<file path="src/rtl/gauss_window_ctrl.sv">
// Frame sequencer for the 3x3 Gaussian path: tracks pixel position, gates the
// line-buffer write strobe, flags complete windows and drains the FIFOs at end of frame.
module gauss_window_ctrl #(
   parameter int IMG_WIDTH  = 4,
   parameter int IMG_HEIGHT = 4,
   parameter int CNT_W      = 9
) (
   input  logic             clk,
   input  logic             rst,
   input  logic             start,
   input  logic             pix_valid,
   output logic             lb_wr_en,
   output logic             lb_flush,
   output logic             win_valid,
   output logic [CNT_W-1:0] win_row,
   output logic [CNT_W-1:0] win_col,
   output logic             busy,
   output logic             frame_done,
   output logic             drop_err
);
   localparam logic [CNT_W-1:0] ONE    = CNT_W'(1);
   localparam logic [CNT_W-1:0] TWO    = CNT_W'(2);
   localparam logic [CNT_W-1:0] W_LAST = CNT_W'(IMG_WIDTH - 1);
   localparam logic [CNT_W-1:0] H_LAST = CNT_W'(IMG_HEIGHT - 1);
   localparam logic [CNT_W-1:0] F_LAST = CNT_W'(2 * IMG_WIDTH - 1);

   typedef enum logic [2:0] {S_IDLE, S_FILL, S_RUN, S_FLUSH, S_DONE} state_t;

   state_t           state;
   logic [CNT_W-1:0] col, row, flush_cnt;
   logic             accept;

   assign accept     = pix_valid && (state == S_FILL || state == S_RUN);
   assign lb_wr_en   = accept;
   assign lb_flush   = (state == S_FLUSH);
   assign busy       = (state != S_IDLE);
   assign frame_done = (state == S_DONE);

   always_ff @(posedge clk or posedge rst) begin
      if (rst) begin
         state     <= S_IDLE;
         col       <= '0;
         row       <= '0;
         flush_cnt <= '0;
         win_valid <= 1'b0;
         win_row   <= '0;
         win_col   <= '0;
         drop_err  <= 1'b0;
      end else begin
         // Window centre lags the newest pixel by one row and one column.
         win_valid <= 1'b0;
         if (accept && row >= TWO && col >= TWO) begin
            win_valid <= 1'b1;
            win_row   <= row - ONE;
            win_col   <= col - ONE;
         end

         case (state)
            S_IDLE: begin
               if (start) begin
                  state    <= S_FILL;
                  col      <= '0;
                  row      <= '0;
                  drop_err <= 1'b0;
               end else if (pix_valid) begin
                  drop_err <= 1'b1;
               end
            end
            S_FILL, S_RUN: begin
               if (pix_valid) begin
                  if (col == W_LAST) begin
                     col <= '0;
                     if (row == H_LAST) begin
                        state     <= S_FLUSH;
                        flush_cnt <= '0;
                     end else begin
                        row <= row + ONE;
                        if (state == S_FILL && row == ONE) state <= S_RUN;
                     end
                  end else begin
                     col <= col + ONE;
                  end
               end
            end
            S_FLUSH: begin
               if (pix_valid) drop_err <= 1'b1;
               if (flush_cnt == F_LAST) state <= S_DONE;
               else flush_cnt <= flush_cnt + ONE;
            end
            S_DONE: begin
               if (pix_valid) drop_err <= 1'b1;
               state <= S_IDLE;
            end
            default: state <= S_IDLE;
         endcase
      end
   end
endmodule

</file>
<file path="config.mk">
export PLATFORM = sky130hd
export DESIGN_NAME = gauss_window_ctrl
export DESIGN_NICKNAME = d
export VERILOG_FILES = /design/src/rtl/gauss_window_ctrl.sv
export SDC_FILE = /design/constraint.sdc
export NUM_CORES = 1
export LEC_CHECK = 0
export ABC_AREA = 1
export ABC_CLOCK_PERIOD_IN_PS = 1700
export CORE_UTILIZATION = 54
export CTS_BUF_LIST = sky130_fd_sc_hd__clkbuf_8
export DETAILED_ROUTE_END_ITERATION = 16
export MAX_ROUTING_LAYER = met4
export PLACE_DENSITY_LB_ADDON = 0.25
export SYNTH_ARGS = -nofsm -noshare
export SYNTH_HDL_FRONTEND = slang
export SYNTH_SLANG_ARGS = --single-unit
</file>
<file path="constraint.sdc">
create_clock -name clk -period 1.7 [get_ports clk]
set_clock_uncertainty 0.1 [all_clocks]
set_input_delay 0.425 -clock clk [delete_from_list [all_inputs] [get_ports clk]]
set_output_delay 0.425 -clock clk [all_outputs]
set_load 0.02 [all_outputs]
</file>
Word level (Yosys, flattened, before mapping)
Cells that the tools add are included.
{"block": "classes", "n_addsub": 5, "n_lt_le_gt_ge": 2, "eq_ne": 16, "n_mux": 24, "reduce_logical": 16}
{"op": "9-bit 2-to-1 mux", "count": 10}
{"op": "9-bit one-hot mux with 2 select lines", "count": 3}
{"op": "9-bit by 1-bit adder with 9-bit output, second input constant", "count": 3}
{"op": "9-bit by 2-bit equality test with 1-bit output, second input constant", "count": 2}
{"op": "9-bit by 2-bit >= comparator with 1-bit output, second input constant", "count": 2}
{"op": "3-bit 2-to-1 mux", "count": 6}
{"op": "9-bit by 1-bit subtractor with 9-bit output, second input constant", "count": 2}
{"op": "5-bit AND reduction", "count": 3}
{"op": "2-bit != test, second input constant", "count": 6}
{"op": "9-bit by 1-bit equality test with 1-bit output, second input constant", "count": 1}
{"op": "9-bit by 3-bit equality test with 1-bit output, second input constant", "count": 1}
{"op": "3-bit one-hot mux with 3 select lines", "count": 1}
{"op": "3-bit by 2-bit equality test with 1-bit output, second input constant", "count": 2}
{"op": "2-bit nonzero test", "count": 3}
{"op": "1-bit logical AND", "count": 4}
{"op": "2-bit OR reduction", "count": 2}
{"op": "3-bit by 1-bit equality test with 1-bit output, second input constant", "count": 1}
{"op": "3-bit equality test, second input constant", "count": 1}
{"op": "3-bit logical NOT", "count": 1}
{"op": "1-bit 2-to-1 mux", "count": 3}
{"op": "3-bit != test, second input constant", "count": 1}
{"op": "3-bit AND reduction", "count": 1}
{"op": "3-bit nonzero test", "count": 1}
{"op": "2-bit by 1-bit != test with 1-bit output, second input constant", "count": 1}
{"op": "other kinds (2)", "count": 2}
{"block": "totals", "ff_bits": 50, "inputBits": 4, "output_inout_bits": 24, "wordCells": 71}

Longest topological paths before layout
Gate-level depths: netlist (run 1).
{"block": "depth", "word_depth": 7, "mapped_depth": 10, "mapped_depth_nobuf": 10}

Worst setup path before layout (run 1)
OpenSTA, ideal clock, no wires.
{"block": "synth_timing", "kind": "reg-to-reg", "start": "register row[0]", "end": "register win_col[7]", "setup_ns": 0.066, "arrival_time_ns": 1.487, "t_required_ns": 1.534, "path_slack_ns": 0.048, "stages_incl_launch_ff": 9, "path_buffers": 1, "period_less_slack_ns": 1.652, "cell_sequence": "dfrtp_1 -> inv_1 -> ha_1 -> nor3_1 -> a21oi_4 -> nand2_4 -> buf_6 -> nand2_1 -> nand2_1"}
{"block": "synth_between", "elab_chain_cells": 3}
{"item": "start: declaration", "line_no": "30", "text": "logic [CNT_W-1:0] col, row, flush_cnt;"}
{"item": "start signal: assignment", "line_no": "77", "text": "row <= row + ONE;"}
{"item": "9-bit by 2-bit >= comparator with 1-bit output", "line_no": "52", "text": "if (accept && row >= TWO && col >= TWO) begin"}
{"item": "1-bit logical AND (2 in series)", "line_no": "52"}
{"item": "end signal: assignment", "line_no": "55", "text": "win_col <= col - ONE;"}
{"item": "end: declaration", "line_no": "16", "text": "output logic [CNT_W-1:0] win_col,"}
Every way passes these cells.
A chain may end at the register's enable or synchronous reset.

Worst setup path after layout (run 1)
{"block": "layout_timing", "start": "register state[0]", "end": "output lb_wr_en"}
{"block": "layout_between", "elab_chain_cells": 3, "word_cells_on_any_way": 4, "classes_between": "eq/ne: 2; reduce/logical: 2"}
{"item": "start: declaration", "line_no": "29", "text": "state_t state;"}
{"item": "start signal: assignment", "line_no": "41", "text": "state <= S_IDLE;"}
{"item": "start signal: assignment", "line_no": "61", "text": "state <= S_FILL;"}
{"item": "start signal: assignment", "line_no": "74", "text": "state <= S_FLUSH;"}
{"item": "3-bit by 1-bit equality test with 1-bit output or 3-bit by 2-bit equality test with 1-bit output (tied branches)", "line_no": "33", "text": "assign accept = pix_valid && (state == S_FILL || state == S_RUN);"}
{"item": "1-bit logical OR (*)", "line_no": "33"}
{"item": "1-bit logical AND (*)", "line_no": "33"}
{"item": "end: declaration", "line_no": "12", "text": "output logic lb_wr_en,"}
Every way passes the cells marked *; elsewhere a longest branch is shown, timed or not.

==> results of run 1 <==
==> state kept, by name, summed over array words and instances (netlist names) <==
signal	count
col	9
win_valid	1
win_col	9
row	9
drop_err	1
state	3
flush_cnt	9
win_row	9
==> worst paths after layout <==
check,startpoint,endpoint,slack [ps],cells after the start
setup / recovery,state[0],lb_wr_en,-120,6
hold / removal,win_row[3],win_row[3],370,2
setup reg to reg,state[1],state[0],-100,11
hold reg to reg,win_row[3],win_row[3],370,2
max in group asynchronous,rst,state[1],850,3
min in group asynchronous,rst,win_row[7],430,3
==> cell usage after synthesis <==
master    number  share of area [%]
nor2_1        32                3.9
nand3_1       45                7.3
nand2_2        6                1.2
o21bai_2       1               0.37
o211ai_1       1               0.24
o21ai_2        9                2.6
nand4_1       17                3.5
inv_1         40                4.9
nand2_4        1               0.37
buf_4          1               0.24
nand3_2        1               0.33
dfrtp_1       50                 41
nand2_1      130                 16
buf_6          2               0.73
buf_1          1               0.12
o21bai_1       1               0.24
ha_1           8                3.3
inv_2          2               0.24
buf_2          5               0.81
a211oi_1       1               0.24
or2_2          4               0.81
xor2_1        14                4.0
a21oi_1        3               0.49
nor3_1         6               0.98
nand3b_1       7                1.7
nor2_2         5                1.0
clkbuf_1       1               0.12
nor2_4         2               0.73
a21oi_4        1               0.53
o21ai_0       16                2.6
==> per-stage QoR <==
step	power (mW)	instance area, um^2
5_1_grt	8.55	4270
3_3_place_gp	5.95	3760
6_report	8.08	4270
3_5_place_dp	6.05	3760
2_1_floorplan	4.44	3080
4_1_cts	6.78	3870
==> metal layers <==
metal	vias up	track usage, %
li1	1520	-
met1	1526	31.7
met2	130	44.2
met3	20	3.53
met4	0	8.68
met5	-	-
==> critical path: cells and delay by family (launching register included) <==
kind                   cells  cell delay, ps
buffers and inverters      2             150
AND/OR/NAND/NOR            4             400
flip-flops                 1             440
==> cell families after synthesis <==
family,Yosys count,synth area share (%)
adders and majority gates,8,3.25
AOI/OAI and AO/OA,33,7.28
and+or+nand+nor,256,37.7
xor gates and xnor gates,14,3.98
DFF,50,40.7
buffers and inverters,52,7.15
==> area by class of cell <==
| cell class | instances | area (um^2) |
|---|---|---|
| clock buffers | 7 | 96.3 |
| flip-flops and latches | 50 | 1250 |
| inverters | 42 | 161 |
| well taps | 72 | 90.1 |
| repair buffers | 89 | 816 |
| fillers | 353 | 1240 |
| multi-input cells | 314 | 1850 |
| clock inverters | 1 | 8.76 |
==> where the power goes <==
| group | leakage [nW] | switching, mW | internal, mW |
|---|---|---|---|
| Combinational | 1.46 | 3.21 | 2.25 |
| Clock | 0.0544 | 0.403 | 0.374 |
| Sequential | 0.667 | 0.281 | 1.56 |
==> timing repair <==
action | CTS | global route
cloned | 0 | 5
pin swaps | 4 | 26
setup endpoints to repair | 56 | 49
setup buffers | 2 | 11
gates resized for setup | 50 | 74
==> flow_summary_export.csv, run 1 <==
group,metric,value,unit
floorplanning,dieArea,6010,um^2
floorplanning,start_util,55.9,%
critical_path,cp_slowest_stage_delay,440,ps
place,gp_congestion,0.896,
synth,netlist_area,3080,um^2
place,io_buffer_count,27,
route,routed_wl,8.59,mm
synth,synthCells,413,
synth,syn-num-nets,425,
floorplanning,die_h,77.5,um
route,via_count,3196,
synth,ys_types,30,
floorplanning,ios,28,
route,dr_wl_met2,4.37,mm
timing,max_slew_margin,81.8,%
place,dp.cells,549,
clocking,cts_tree,"done",
route,wl_met1,3.56,mm
clocking,ctsHoldBuffers,0,
critical_path,critPathArrivalTime,1300,ps
clocking,cts_made_buffers,5,
timing,rsz0062_at_grt,"yes",
status,violations,"negative setup slack",
critical_path,critical_path_class,"register to output pin",
route,wl_per_cell,14.9,um
clocking,insertion_delay,310,ps
timing,slew_violations,0,
timing,tightest_slew,272,ps
power_and_ir_drop,p_leak,2.18,nW
clocking,cts.sinks,50,
final_layout,instances_no_fill,575,
final_layout,drive_gt1_share,31.0,%
timing,final-setup-viol-count,45,
place,dp_hpwl,5.17,mm
global_routing,grt_max_degree,51,
final_layout,final_common_cell,"nand2_1",
route,drc,0,
synth,syn_avg_cell_area,7.45,um^2
critical_path,end_kind,"output pin",
route,met3WireLength,470,um
synth,ys_warn_count,0,
global_routing,grt_pass1_wl,11.9,mm
global_routing,overflow,0,
timing,finalWorstSetupSlack,-124,ps
clocking,clk_pin_slew_worst_paths,90,ps
final_layout,diodes,0,
route,drtAntennaViolNets,0,
floorplanning,coreArea,5510,um^2
route,drt_pass1_iterations,5,
timing,fin_tns_setup,-1940,ps
synth,ys_seq_area_share,40.7,%
status,outcome,"finished, violations left",
global_routing,track_usage,25.9,%
critical_path,critPathLaunchType,"register",
timing,hold_violations,0,
clocking,clockBufferDepth,2,
timing,min_period,1820,ps
final_layout,fin_nets,514,
floorplanning,die_w,77.5,um
power_and_ir_drop,ir_drop,0.895,mV
timing,min_period_over_period,107,%
critical_path,path_common_cell,"nand2_2",
critical_path,crit_fanout,3,
floorplanning,num_rows,27,
global_routing,antenna_found_initial,0,
timing,max_freq,0.548,GHz
clocking,clockRootBuffer,"clkbuf_8",
route,drtIter0Drc,263,
global_routing,grt_pass1_vias,2719,
critical_path,critical_path.slowest_cell,"dfrtp_1",
timing,hold_ws,371,ps
critical_path,cp_cell_sequence,"nand2_2, nand2_2, nor2_4, nand2_2, inv_2, buf_6",
critical_path,required,1170,ps
route,vias_per_cell,5.56,
worst_hold_path,hold_class,"register to register",
power_and_ir_drop,p_per_area,1890,nW/um^2
final_layout,postLayoutCoreUtil,77.5,%
place,post-place-ws,-444,ps
route,routed.top_layer,"met4",
final_layout,final_cell_mix,"nand2_1, dfrtp_1, buf_4",
synth,ys_ff_latch,50,
run,timing.max_cap.violations,0,
clocking,h-tree-depth,2,
final_layout,areaGrowthSynthToFinish,38.7,%
No activity file was read; power rests on OpenSTA's default activity.
==> inputs of run 2 (changes only) <==
CORE_UTILIZATION = 40   (was 54)
DONT_BUFFER_PORTS = 1   (was not set)
SLEW_MARGIN = 20   (was not set)
==> run 2 against run 1 <==
  * Sequential share of layout area fell by 0.32 points
  * Largest cell class unchanged
  * Largest power group unchanged
  * Setup slack gained 47 ps
  * Final area rose by 1.1%
  * Critical path depth down 2
  * Maximum frequency rose by 2.7%
  * Clock power is 5.7% lower
  * Final cell count grew 1.0%
  * Die area up 34%
  * Clock-buffer cell count is 2 lower
  * Total power increased by 4.5%
  * The run still ends with negative setup slack left
  * Sequential power increased by 15%
==> flow_summary_export.csv, run 2 (synthesis results as in run 1) <==
group,metric,value,unit
status,outcome,"finished, violations left",
status,violations,"negative setup slack",
place,gp_congestion,0.858,
power_and_ir_drop,p_int,4.33,mW
floorplanning,dieArea,8050,um^2
final_layout,fin_nets,493,
floorplanning,ios,28,
clocking,h-tree-depth,2,
timing,final-setup-viol-count,19,
timing,fin_tns_setup,-523,ps
power_and_ir_drop,ir_drop,0.677,mV
timing,rsz0062_at_grt,"yes",
clocking,clockRootBuffer,"clkbuf_8",
power_and_ir_drop,p_leak,2.09,nW
critical_path,rrSetupSlack,-60,ps
timing,max_freq,0.563,GHz
final_layout,drive_gt1_share,36.3,%
critical_path,crit_fanout,5,
route,via_count,3027,
critical_path,end_kind,"output pin",
timing,max_slew_margin,80.5,%
power_and_ir_drop,comb_power_share,66.3,%
route,drtIter0Drc,129,
run,timing.max_cap.violations,0,
global_routing,grt_max_degree,40,
clocking,cts.sinks,50,
clocking,cts_tree,"done",
timing,min_period_over_period,105,%
power_and_ir_drop,p_seq_share,25.1,%
global_routing,overflow,0,
critical_path,cp_cell_sequence,"nor2_4, inv_2, nor2_2, buf_6",
floorplanning,die_h,89.7,um
critical_path,cp_slowest_stage_delay,440,ps
place,dp_hpwl,5.23,mm
route,drtAntennaViolNets,0,
floorplanning,num_rows,31,
final_layout,finalInstanceArea,4320,um^2
place,dpl_cell_area,3490,um^2
critical_path,critPathArrivalTime,1250,ps
final_layout,final_cell_mix,"nand2_1, dfrtp_1, buf_4",
route,vias_per_cell,5.21,
clocking,insertion_delay,310,ps
timing,hold_ws,172,ps
place,io_buffer_count,0,
critical_path,critical_path.slowest_cell,"dfrtp_1",
route,drt_pass1_iterations,4,
timing,slew_violations,0,
route,routed_wl,8.27,mm
timing,min_period,1780,ps
global_routing,grt_pass1_vias,2644,
global_routing,antenna_found_initial,0,
power_and_ir_drop,switching_share,48.7,%
critical_path,critPathLaunchType,"register",
global_routing,grt_pass1_wl,12.0,mm
final_layout,diodes,0,
clocking,cts_made_buffers,5,
critical_path,required,1170,ps
clocking,clockBufferDepth,2,
clocking,clk_pin_slew_worst_paths,100,ps
power_and_ir_drop,switchingPower,4.11,mW
worst_hold_path,hold_class,"input port to register",
final_layout,areaGrowthSynthToFinish,40.2,%
timing,hold_violations,0,
route,wl_per_cell,14.2,um
critical_path,critical_path_class,"register to output pin",
final_layout,final_common_cell,"nand2_1",
floorplanning,start_util,42.0,%
route,drc,0,
floorplanning,coreArea,7330,um^2
global_routing,track_usage,18.7,%
power_and_ir_drop,clkPwrFrac,8.7,%
timing,tightest_slew,292,ps
floorplanning,die_w,89.7,um
timing,finalWorstSetupSlack,-76.8,ps
power_and_ir_drop,p_per_area,1960,nW/um^2
run 2: changes by cell type in the layout (fill, tap and decap cells not counted), moves of 4 or more:
cell / previous run / this run
nand2_4: 3 / 8
buf_6: 12 / 8
nand3_1: 39 / 29
dlygate4sd2_1: 20 / 0
nand3_2: 7 / 14
o21ai_1: 8 / 2
nand2_2: 26 / 20
o21ai_0: 8 / 14
run 2: power by group through the flow:
stage	clock network (mW)	logic, mW	registers (mW)
4_1_cts	0.759	3.71	2.10
6_report	0.733	5.60	2.12
3_5_place_dp	0	3.46	2.13
3_3_place_gp	0	3.42	2.12
2_1_floorplan	0	2.38	2.06
5_1_grt	0.803	6.05	2.17
run 2: cell type report:
type / instances / area [um^2]
Fill cell: 599 / 3010
Multi-Input combinational cell: 314 / 1990
Sequential cell: 50 / 1250
Timing Repair Buffer: 68 / 691
Inverter: 42 / 164
Tap cell: 99 / 124
Clock buffer: 5 / 68.8
Clock inverter: 3 / 23.8
run 2: timing repair:
action,in CTS,in global routing
resized for setup,14,88
endpoints found under the setup margin,39,48
hold buffers,1,0
buffers inserted,6,14
gates cloned,0,9
pin swaps,3,37
hold endpoints to repair,11,0
run 2: final timing paths:
path,cells after the start,to,from
max in group asynchronous,3,flush_cnt[2],rst
min,2,drop_err,pix_valid
max,4,frame_done,state[0]
max reg2reg,10,flush_cnt[2],row[1]
min in group asynchronous,2,win_valid,rst
min reg2reg,2,flush_cnt[7],flush_cnt[7]
run 2: worst max-delay path, delay by kind of cell, from the launching register on:
family                 cells  cell delay (ps)
and+or+nand+nor            2              310
buffers and inverters      2              200
DFF                        1              440
run 2: routing by layer:
layer	routed length [um]	up-vias	GRT usage [%]
li1	-	1476	-
met2	4070	73	31.2
met4	161	0	5.87
met5	0	-	-
met3	376	16	3.13
met1	3660	1462	23.1
run 2: per-stage QoR:
| step | std cells | util, % | power [mW] | setup slack (ps) |
|---|---|---|---|---|
| global placement | 543 | 47.6 | 5.53 | -52.0 |
| finish | 581 | 58.9 | 8.44 | -76.8 |
| CTS | 558 | 50.3 | 6.56 | -92.5 |
| global route | 581 | 58.9 | 9.02 | -151 |
| detailed placement | 543 | 47.6 | 5.59 | -64.1 |
| floorplan | 413 | - | 4.44 | 47.6 |
